===== src/rtl/fft_bin_scanner.sv =====
// Sweeps dit_fft_8 bins 0..NBINS-1, captures each after a settle delay, streams magnitudes and reports the peak bin.
// Define FFT_SCAN_SQMAG_EN for re^2+im^2 magnitude; default build uses |re|+|im|.
module fft_bin_scanner #(
    parameter int SETTLE = 2,
    parameter int NBINS  = 8
) (
    input  logic               clk,
    input  logic               rst_n,
    input  logic               start,
    output logic [2:0]         sel,
    input  logic signed [8:0]  y_real,
    input  logic signed [8:0]  y_img,
    output logic               out_valid,
    input  logic               out_ready,
    output logic [2:0]         out_bin,
    output logic signed [8:0]  out_re,
    output logic signed [8:0]  out_im,
    output logic [17:0]        out_mag,
    output logic               busy,
    output logic               done,
    output logic [2:0]         peak_bin,
    output logic [17:0]        peak_mag
);

    typedef enum logic [1:0] {IDLE, SETTLE_WAIT, OUTPUT, DONE} state_t;

    state_t             state_q, state_d;
    logic [2:0]         sel_q, sel_d;
    logic [3:0]         cnt_q, cnt_d;
    logic               valid_q, valid_d;
    logic [2:0]         bin_q, bin_d;
    logic signed [8:0]  re_q, re_d;
    logic signed [8:0]  im_q, im_d;
    logic [17:0]        mag_q, mag_d;
    logic [2:0]         run_bin_q, run_bin_d;
    logic [17:0]        run_mag_q, run_mag_d;
    logic [2:0]         peak_bin_q, peak_bin_d;
    logic [17:0]        peak_mag_q, peak_mag_d;

    logic               settled;
    logic               accept;
    logic               last_bin;
    logic               better;

    // Absolute values are formed at 10 bits so that |-256| stays exact.
    function automatic logic [17:0] mag_f(input logic signed [8:0] re, input logic signed [8:0] im);
`ifdef FFT_SCAN_SQMAG_EN
        logic signed [17:0] pr;
        logic signed [17:0] pi;
        pr = re * re;
        pi = im * im;
        return $unsigned(pr) + $unsigned(pi);
`else
        logic signed [9:0] ar;
        logic signed [9:0] ai;
        ar = (re < 0) ? -10'(re) : 10'(re);
        ai = (im < 0) ? -10'(im) : 10'(im);
        return 18'($unsigned(ar)) + 18'($unsigned(ai));
`endif
    endfunction

    assign settled  = (cnt_q == 4'(SETTLE - 1));
    assign accept   = valid_q && out_ready;
    assign last_bin = (sel_q == 3'(NBINS - 1));
    assign better   = (mag_q > run_mag_q);

    always_ff @(posedge clk) begin
        if (!rst_n) begin
            state_q    <= IDLE;
            sel_q      <= '0;
            cnt_q      <= '0;
            valid_q    <= 1'b0;
            bin_q      <= '0;
            re_q       <= '0;
            im_q       <= '0;
            mag_q      <= '0;
            run_bin_q  <= '0;
            run_mag_q  <= '0;
            peak_bin_q <= '0;
            peak_mag_q <= '0;
        end else begin
            state_q    <= state_d;
            sel_q      <= sel_d;
            cnt_q      <= cnt_d;
            valid_q    <= valid_d;
            bin_q      <= bin_d;
            re_q       <= re_d;
            im_q       <= im_d;
            mag_q      <= mag_d;
            run_bin_q  <= run_bin_d;
            run_mag_q  <= run_mag_d;
            peak_bin_q <= peak_bin_d;
            peak_mag_q <= peak_mag_d;
        end
    end

    always_comb begin
        state_d = state_q;
        case (state_q)
            IDLE:        if (start) state_d = SETTLE_WAIT;
            SETTLE_WAIT: if (settled) state_d = OUTPUT;
            OUTPUT:      if (accept) state_d = last_bin ? DONE : SETTLE_WAIT;
            DONE:        state_d = IDLE;
            default:     state_d = IDLE;
        endcase
    end

    always_comb begin
        sel_d      = sel_q;
        cnt_d      = cnt_q;
        valid_d    = valid_q;
        bin_d      = bin_q;
        re_d       = re_q;
        im_d       = im_q;
        mag_d      = mag_q;
        run_bin_d  = run_bin_q;
        run_mag_d  = run_mag_q;
        peak_bin_d = peak_bin_q;
        peak_mag_d = peak_mag_q;
        case (state_q)
            IDLE: begin
                if (start) begin
                    sel_d     = '0;
                    cnt_d     = '0;
                    run_bin_d = '0;
                    run_mag_d = '0;
                end
            end
            SETTLE_WAIT: begin
                if (settled) begin
                    re_d    = y_real;
                    im_d    = y_img;
                    mag_d   = mag_f(y_real, y_img);
                    bin_d   = sel_q;
                    valid_d = 1'b1;
                end else begin
                    cnt_d = cnt_q + 4'd1;
                end
            end
            OUTPUT: begin
                if (accept) begin
                    valid_d = 1'b0;
                    // Strictly greater keeps the lowest bin on ties.
                    if (better) begin
                        run_bin_d = bin_q;
                        run_mag_d = mag_q;
                    end
                    if (last_bin) begin
                        peak_bin_d = better ? bin_q : run_bin_q;
                        peak_mag_d = better ? mag_q : run_mag_q;
                    end else begin
                        sel_d = sel_q + 3'd1;
                        cnt_d = '0;
                    end
                end
            end
            DONE:    sel_d = '0;
            default: sel_d = '0;
        endcase
    end

    always_comb begin
        busy = (state_q != IDLE);
        done = (state_q == DONE);
    end

    assign sel       = sel_q;
    assign out_valid = valid_q;
    assign out_bin   = bin_q;
    assign out_re    = re_q;
    assign out_im    = im_q;
    assign out_mag   = mag_q;
    assign peak_bin  = peak_bin_q;
    assign peak_mag  = peak_mag_q;

endmodule


===== config.mk =====
export PLATFORM = sky130hd
export DESIGN_NAME = fft_bin_scanner
export DESIGN_NICKNAME = d
export VERILOG_FILES = /design/src/rtl/fft_bin_scanner.sv
export SDC_FILE = /design/constraint.sdc
export NUM_CORES = 1
export LEC_CHECK = 0
export ABC_AREA = 1
export BUFFER_PORTS_ARGS = -buffer_cell sky130_fd_sc_hd__clkbuf_2
export CAP_MARGIN = 20
export CORE_UTILIZATION = 40
export DETAILED_ROUTE_END_ITERATION = 8
export PLACE_DENSITY_LB_ADDON = 0.1
export SYNTH_ARGS = -nofsm -noshare
export SYNTH_HDL_FRONTEND = slang
export SYNTH_SLANG_ARGS = --single-unit

===== constraint.sdc =====
create_clock -name clk -period 2 [get_ports clk]
set_input_delay 0.3 -clock clk [delete_from_list [all_inputs] [get_ports clk]]
set_output_delay 0.3 -clock clk [all_outputs]
set_load 0.01 [all_outputs]

Word level (Yosys, flattened, before mapping)
Index checks and enable logic that the tools add are counted.
{ "totals": {"reg_bits": 91, "ramBits": 0, "out_inout_bits": 66, "latch_bits": 0, "input_bits": 22, "word_cells": 70, "n_memories": 0, "rom_bits": 0} }
{ "classes": {"order_cmp": 3, "eq_ne": 10, "n_bitwise": 0, "div_mod_pow": 0, "n_mul": 0, "addsub": 5, "reduce_logical": 14, "mux": 26, "shifts": 0} }
{ "ops": {"columns": ["operator", "n"], "rows": [
  ["$mux 18", 3],
  ["$pmux 18 s2", 1],
  ["$mux 10", 2],
  ["$neg 9->10", 2],
  ["$gt 18x18->1", 1],
  ["$lt 9x1->1 const B", 2],
  ["$mux 4", 4],
  ["$mux 3", 5],
  ["$pmux 4 s3", 1],
  ["$reduce_and 3->1", 4],
  ["$add 10x10->11", 1],
  ["$ne 2x2->1 const B", 5],
  ["$pmux 3 s3", 1],
  ["$mux 2", 4],
  ["$pmux 2 s4", 1],
  ["$pmux 3 s2", 1],
  ["$reduce_bool 2->1", 3],
  ["$reduce_bool 3->1", 2],
  ["$reduce_and 5->1", 1],
  ["$add 4x1->4 const B", 1],
  ["$eq 2x2->1 const B", 2],
  ["$eq 4x1->1 const B", 1],
  ["$reduce_and 4->1", 1],
  ["$add 3x1->3 const B", 1],
  ["7 further kinds", 8]
]} }

Logic depth before layout (Yosys ltp)
{ "logic_depth": {"word_depth": 4, "ltp_mapped": 16, "ltp_nobuf": 16} }

Worst setup path after synthesis
Ideal clock, no wire load.
{ "synth_path": {"path_kind": "input to register", "start": "in y_real[1]", "end": "reg mag_q[8] (netlist: out_mag[8])", "cell_stages": 15, "setup_slack_ps": -186, "n_path_buf": 0, "setup_ps": 109, "arrival_time_ps": 2077, "t_required_ps": 1891, "cell_sequence": "inv_1 -> ha_1 -> nand2_1 -> o21ai_0 -> inv_1 -> fa_1 -> inv_1 -> nand3_1 -> a21oi_1 -> nor2_1 -> o21ai_0 -> or2_2 -> nand3_1 -> nand2_1 -> inv_1"} }
{ "synth_between": {"elab_chain_len": 3, "word_cells_on_any_way": 4, "cone_classes": "add/sub: 2; order compare: 1; mux: 1"} }
{ "synth_rtl": {"columns": ["element", "line_no", "source"], "rows": [
  ["from (decl)", "11", "input logic signed [8:0] y_real,"],
  ["$neg 9->10 or $lt 9x1->1 (tied branches)", "56", "ar = (re < 0) ? -10'(re) : 10'(re);"],
  ["$mux 10 *", "56", null],
  ["$add 10x10->11 *", "58", "return 18'($unsigned(ar)) + 18'($unsigned(ai));"],
  ["to (signal assigned)", "89", "mag_q <= mag_d;"],
  ["to (decl)", "34", "logic [17:0] mag_q, mag_d;"]
]} }
Every way passes the cells marked *; elsewhere a longest branch is shown, timed or not.
A chain may end at the register's enable or synchronous reset.

Worst setup path in the final report
{ "layout_path": {"start": "in y_img[0]", "end": "reg mag_q[9] (netlist: out_mag[9])"} }
{ "layout_between": {"elab_chain_len": 3, "word_cells_on_any_way": 4, "cone_classes": "add/sub: 2; order compare: 1; mux: 1"} }
{ "layout_rtl": {"columns": ["element", "line_no", "source"], "rows": [
  ["from (decl)", "12", "input logic signed [8:0] y_img,"],
  ["$neg 9->10 or $lt 9x1->1 (tied branches)", "57", "ai = (im < 0) ? -10'(im) : 10'(im);"],
  ["$mux 10 *", "57", null],
  ["$add 10x10->11 *", "58", null]
]} }
Marked as above.

==> flow_metrics.py <==
metrics = {
    "drt": {
        "num_vias": 4641,
        "wl_per_cell_um": 12.8,
        "drt-initial-drc-count": 178,
        "drt-pass1-iter-count": 4,
        "routed_wirelength_um": 12600,
        "ant_nets": 0,
        "drc": 0,
        "post_drt_via_cell_ratio": 4.75,
    },
    "synth": {
        "ys_ff_latch": 84,
        "synthSimpleGateAreaFrac_pct": 28.4,
        "synth_cells": 678,
        "ys_seq_area_share_pct": 34.1,
        "synth_edf_count": 0,
        "synth_top_family_by_area": "simple AND/OR/NAND/NOR gates",
        "syn_area_um2": 4930,
        "synthAdderAreaFrac_pct": 8.53,
        "yosysWarnings": 0,
        "synth.distinct_cells": 44,
        "async_flop_share_pct": 0,
        "synth_area_per_cell_um2": 7.27,
        "yosys.area_share.xor_xnor_pct": 2.67,
        "synth.area.mux_share_pct": 0,
        "synth_compound_area_share_pct": 13.9,
        "ys.flop_type": "dfxtp_1",
    },
    "final_layout": {
        "drive_gt1_share_pct": 34.4,
        "fin_cells": 978,
        "nets": 881,
        "syn_to_final_growth_pct": 33.8,
        "final_cell_area_um2": 6590,
        "num_antenna_cells": 0,
    },
    "power_and_ir_drop": {
        "leakagePower_nw": 3.17,
        "p_per_area_nw_per_um2": 1460,
        "vdd_ir_drop_max_uv": 1270,
    },
    "critical_path": {
        "crit_path_start_kind": "input pin",
        "critPathKind": "input pin to flop",
        "critPathMaxFanout": 4,
        "worstSetupEndpointType": "flop",
        "crit_required_ns": 2.29,
        "arrival_ns": 2.20,
    },
    "place": {
        "place_area_um2": 5920,
        "place_congestion": 0.831,
        "dp_slack_ns": -0.293,
        "placed_cells": 948,
        "port_buffers": 80,
        "place_hpwl_um": 9260,
    },
    "clock_tree": {
        "clk_path_buf_depth": 2,
        "cts-root-buf": "clkbuf_16",
        "cts_tree": "done",
        "path_clk_slew_ns": 0.06,
        "cts_buffers": 9,
        "cts_htree_levels": 3,
        "cts_sinks": 84,
        "worstSkewPairLatency_ns": 0.35,
    },
    "timing": {
        "fmax_mhz": 523,
        "period_share_pct": 95.7,
        "period_minus_slack_ns": 1.91,
        "finalHoldViolations": 0,
        "rsz0062_at_grt": "true",
        "setup_viol": 0,
        "slew_viol_final": 0,
        "setup_slack_ns": 0.0867,
        "holdWs_ns": 0.214,
        "clock_skew_ns": 0.00838,
        "finalSetupTns_ns": 0,
    },
    "global_routing": {
        "grt_pass1_wl_um": 20600,
        "overflow": 0,
        "antenna_found_initial": 0,
        "grt_pass1_vias": 4390,
        "grt_use_total_pct": 20.2,
        "grt_max_degree": 50,
    },
    "die": {
        "core-area_um2": 12000,
        "start_util_pct": 41.0,
        "die_w_um": 113,
        "die_area_um2": 12800,
        "num_io_pins": 88,
        "fp.dieH_um": 113,
        "rows": 40,
    },
    "run_status": {
        "run_status": "complete, no violations",
    },
    "run": {
        "cap_violations": 0,
    },
    "hold_path": {
        "hp-class": "input pin to flop",
    },
}
==> cells in the mapped netlist (all sizes together) (11+ instances only) <==
cell,count,area [um^2]
nand2,161,704
inv,104,390
dfxtp,84,1680
nor2,67,267
a21oi,64,358
o21ai,36,191
ha,32,400
nand3,30,218
buf,20,146
nand4,16,106
clkbuf,12,65.1
o211ai,11,82.6
==> critical path: stages <==
cell,delay [ns]
buf_4,0.13
inv_4,0.06
ha_4,0.12
inv_2,0.04
nor3_4,0.18
nand2_2,0.09
nor4_1,0.24
buf_4,0.17
ha_4,0.14
inv_2,0.04
nor3_2,0.22
nand3_1,0.13
nand4_1,0.12
nand2_1,0.06
nand2_1,0.05
o21ai_1,0.06
inv_1,0.04
==> cell usage in the layout, fill, tap and decap left out, drive strengths merged, types with 11 or more instances in the layout <==
master	Yosys	routed
nand2	161	161
a21oi	64	64
buf	20	84
nand4	16	16
nor2	67	67
o211ai	11	11
nand3	30	30
dfxtp	84	84
ha	32	32
inv	104	106
o21ai	36	36
clkbuf	12	88
==> timing repair <==
| item | in CTS | in global routing |
|---|---|---|
| resized for setup | 1 | 67 |
| pin swaps | 1 | 38 |
| hold buffers | 0 | 0 |
| buffers inserted | 1 | 13 |
| setup endpoints to repair | 18 | 34 |
==> stage by stage <==
step                      util, %  power [mW]
after detailed placement     49.3        7.35
after CTS                    52.1        9.31
after global routing         54.9        10.4
after floorplan                 -        6.06
final                        54.9        9.63
after global placement       49.3        7.32
==> final timing paths <==
check,startpoint,to,slack [ns],cells past startpoint
max,y_img[0],out_mag[9],0.09,17
min,y_real[0],out_re[0],0.21,3
max reg2reg,run_mag_q[9],run_bin_q[0],0.09,12
min reg2reg,run_bin_q[2],run_bin_q[2],0.46,2
==> report_power, final <==
group | switching (mW) | internal, mW
logic | 3.43 | 2.46
clock network | 0.704 | 1.04
registers | 0.131 | 1.86
==> cells by family (layout without fill, tap and decap cells) <==
family,after synthesis,count (layout)
AND/OR/NAND/NOR,290,290
buffers and inverters,137,282
AO/OA/AOI/OAI,118,118
flip-flops,84,84
adder cells (fa/ha/maj),33,33
XOR/XNOR,15,15
other,1,9
==> per-layer routing <==
layer | up-vias | global-route usage (%) | wire [um] | part of all wire, %
met3 | 16 | 4.39 | 474 | 3.8
met1 | 2102 | 26.4 | 5910 | 47
met4 | 0 | 6.49 | 205 | 1.6
met5 | - | 0 | 0 | 0
met2 | 71 | 33.4 | 5980 | 48
li1 | 2452 | - | - | -
==> final cells by class <==
class / instances / area [um^2]
Fill cell: 1161 / 5420
Multi-Input combinational cell: 465 / 2910
Sequential cell: 84 / 1690
Timing Repair Buffer: 161 / 1100
Inverter: 105 / 399
Clock buffer: 11 / 253
Tap cell: 147 / 184
Clock inverter: 5 / 57.6
==> sequential cells by signal, summed over array words and instances, names as in the netlist <==
name       flops
out_valid      1
peak_bin       3
out_bin        3
state_q        2
run_mag_q     18
cnt_q          4
sel            3
out_im         9
peak_mag      18
out_re         9
run_bin_q      3
out_mag       11
No activity file was read; power rests on OpenSTA's default activity.
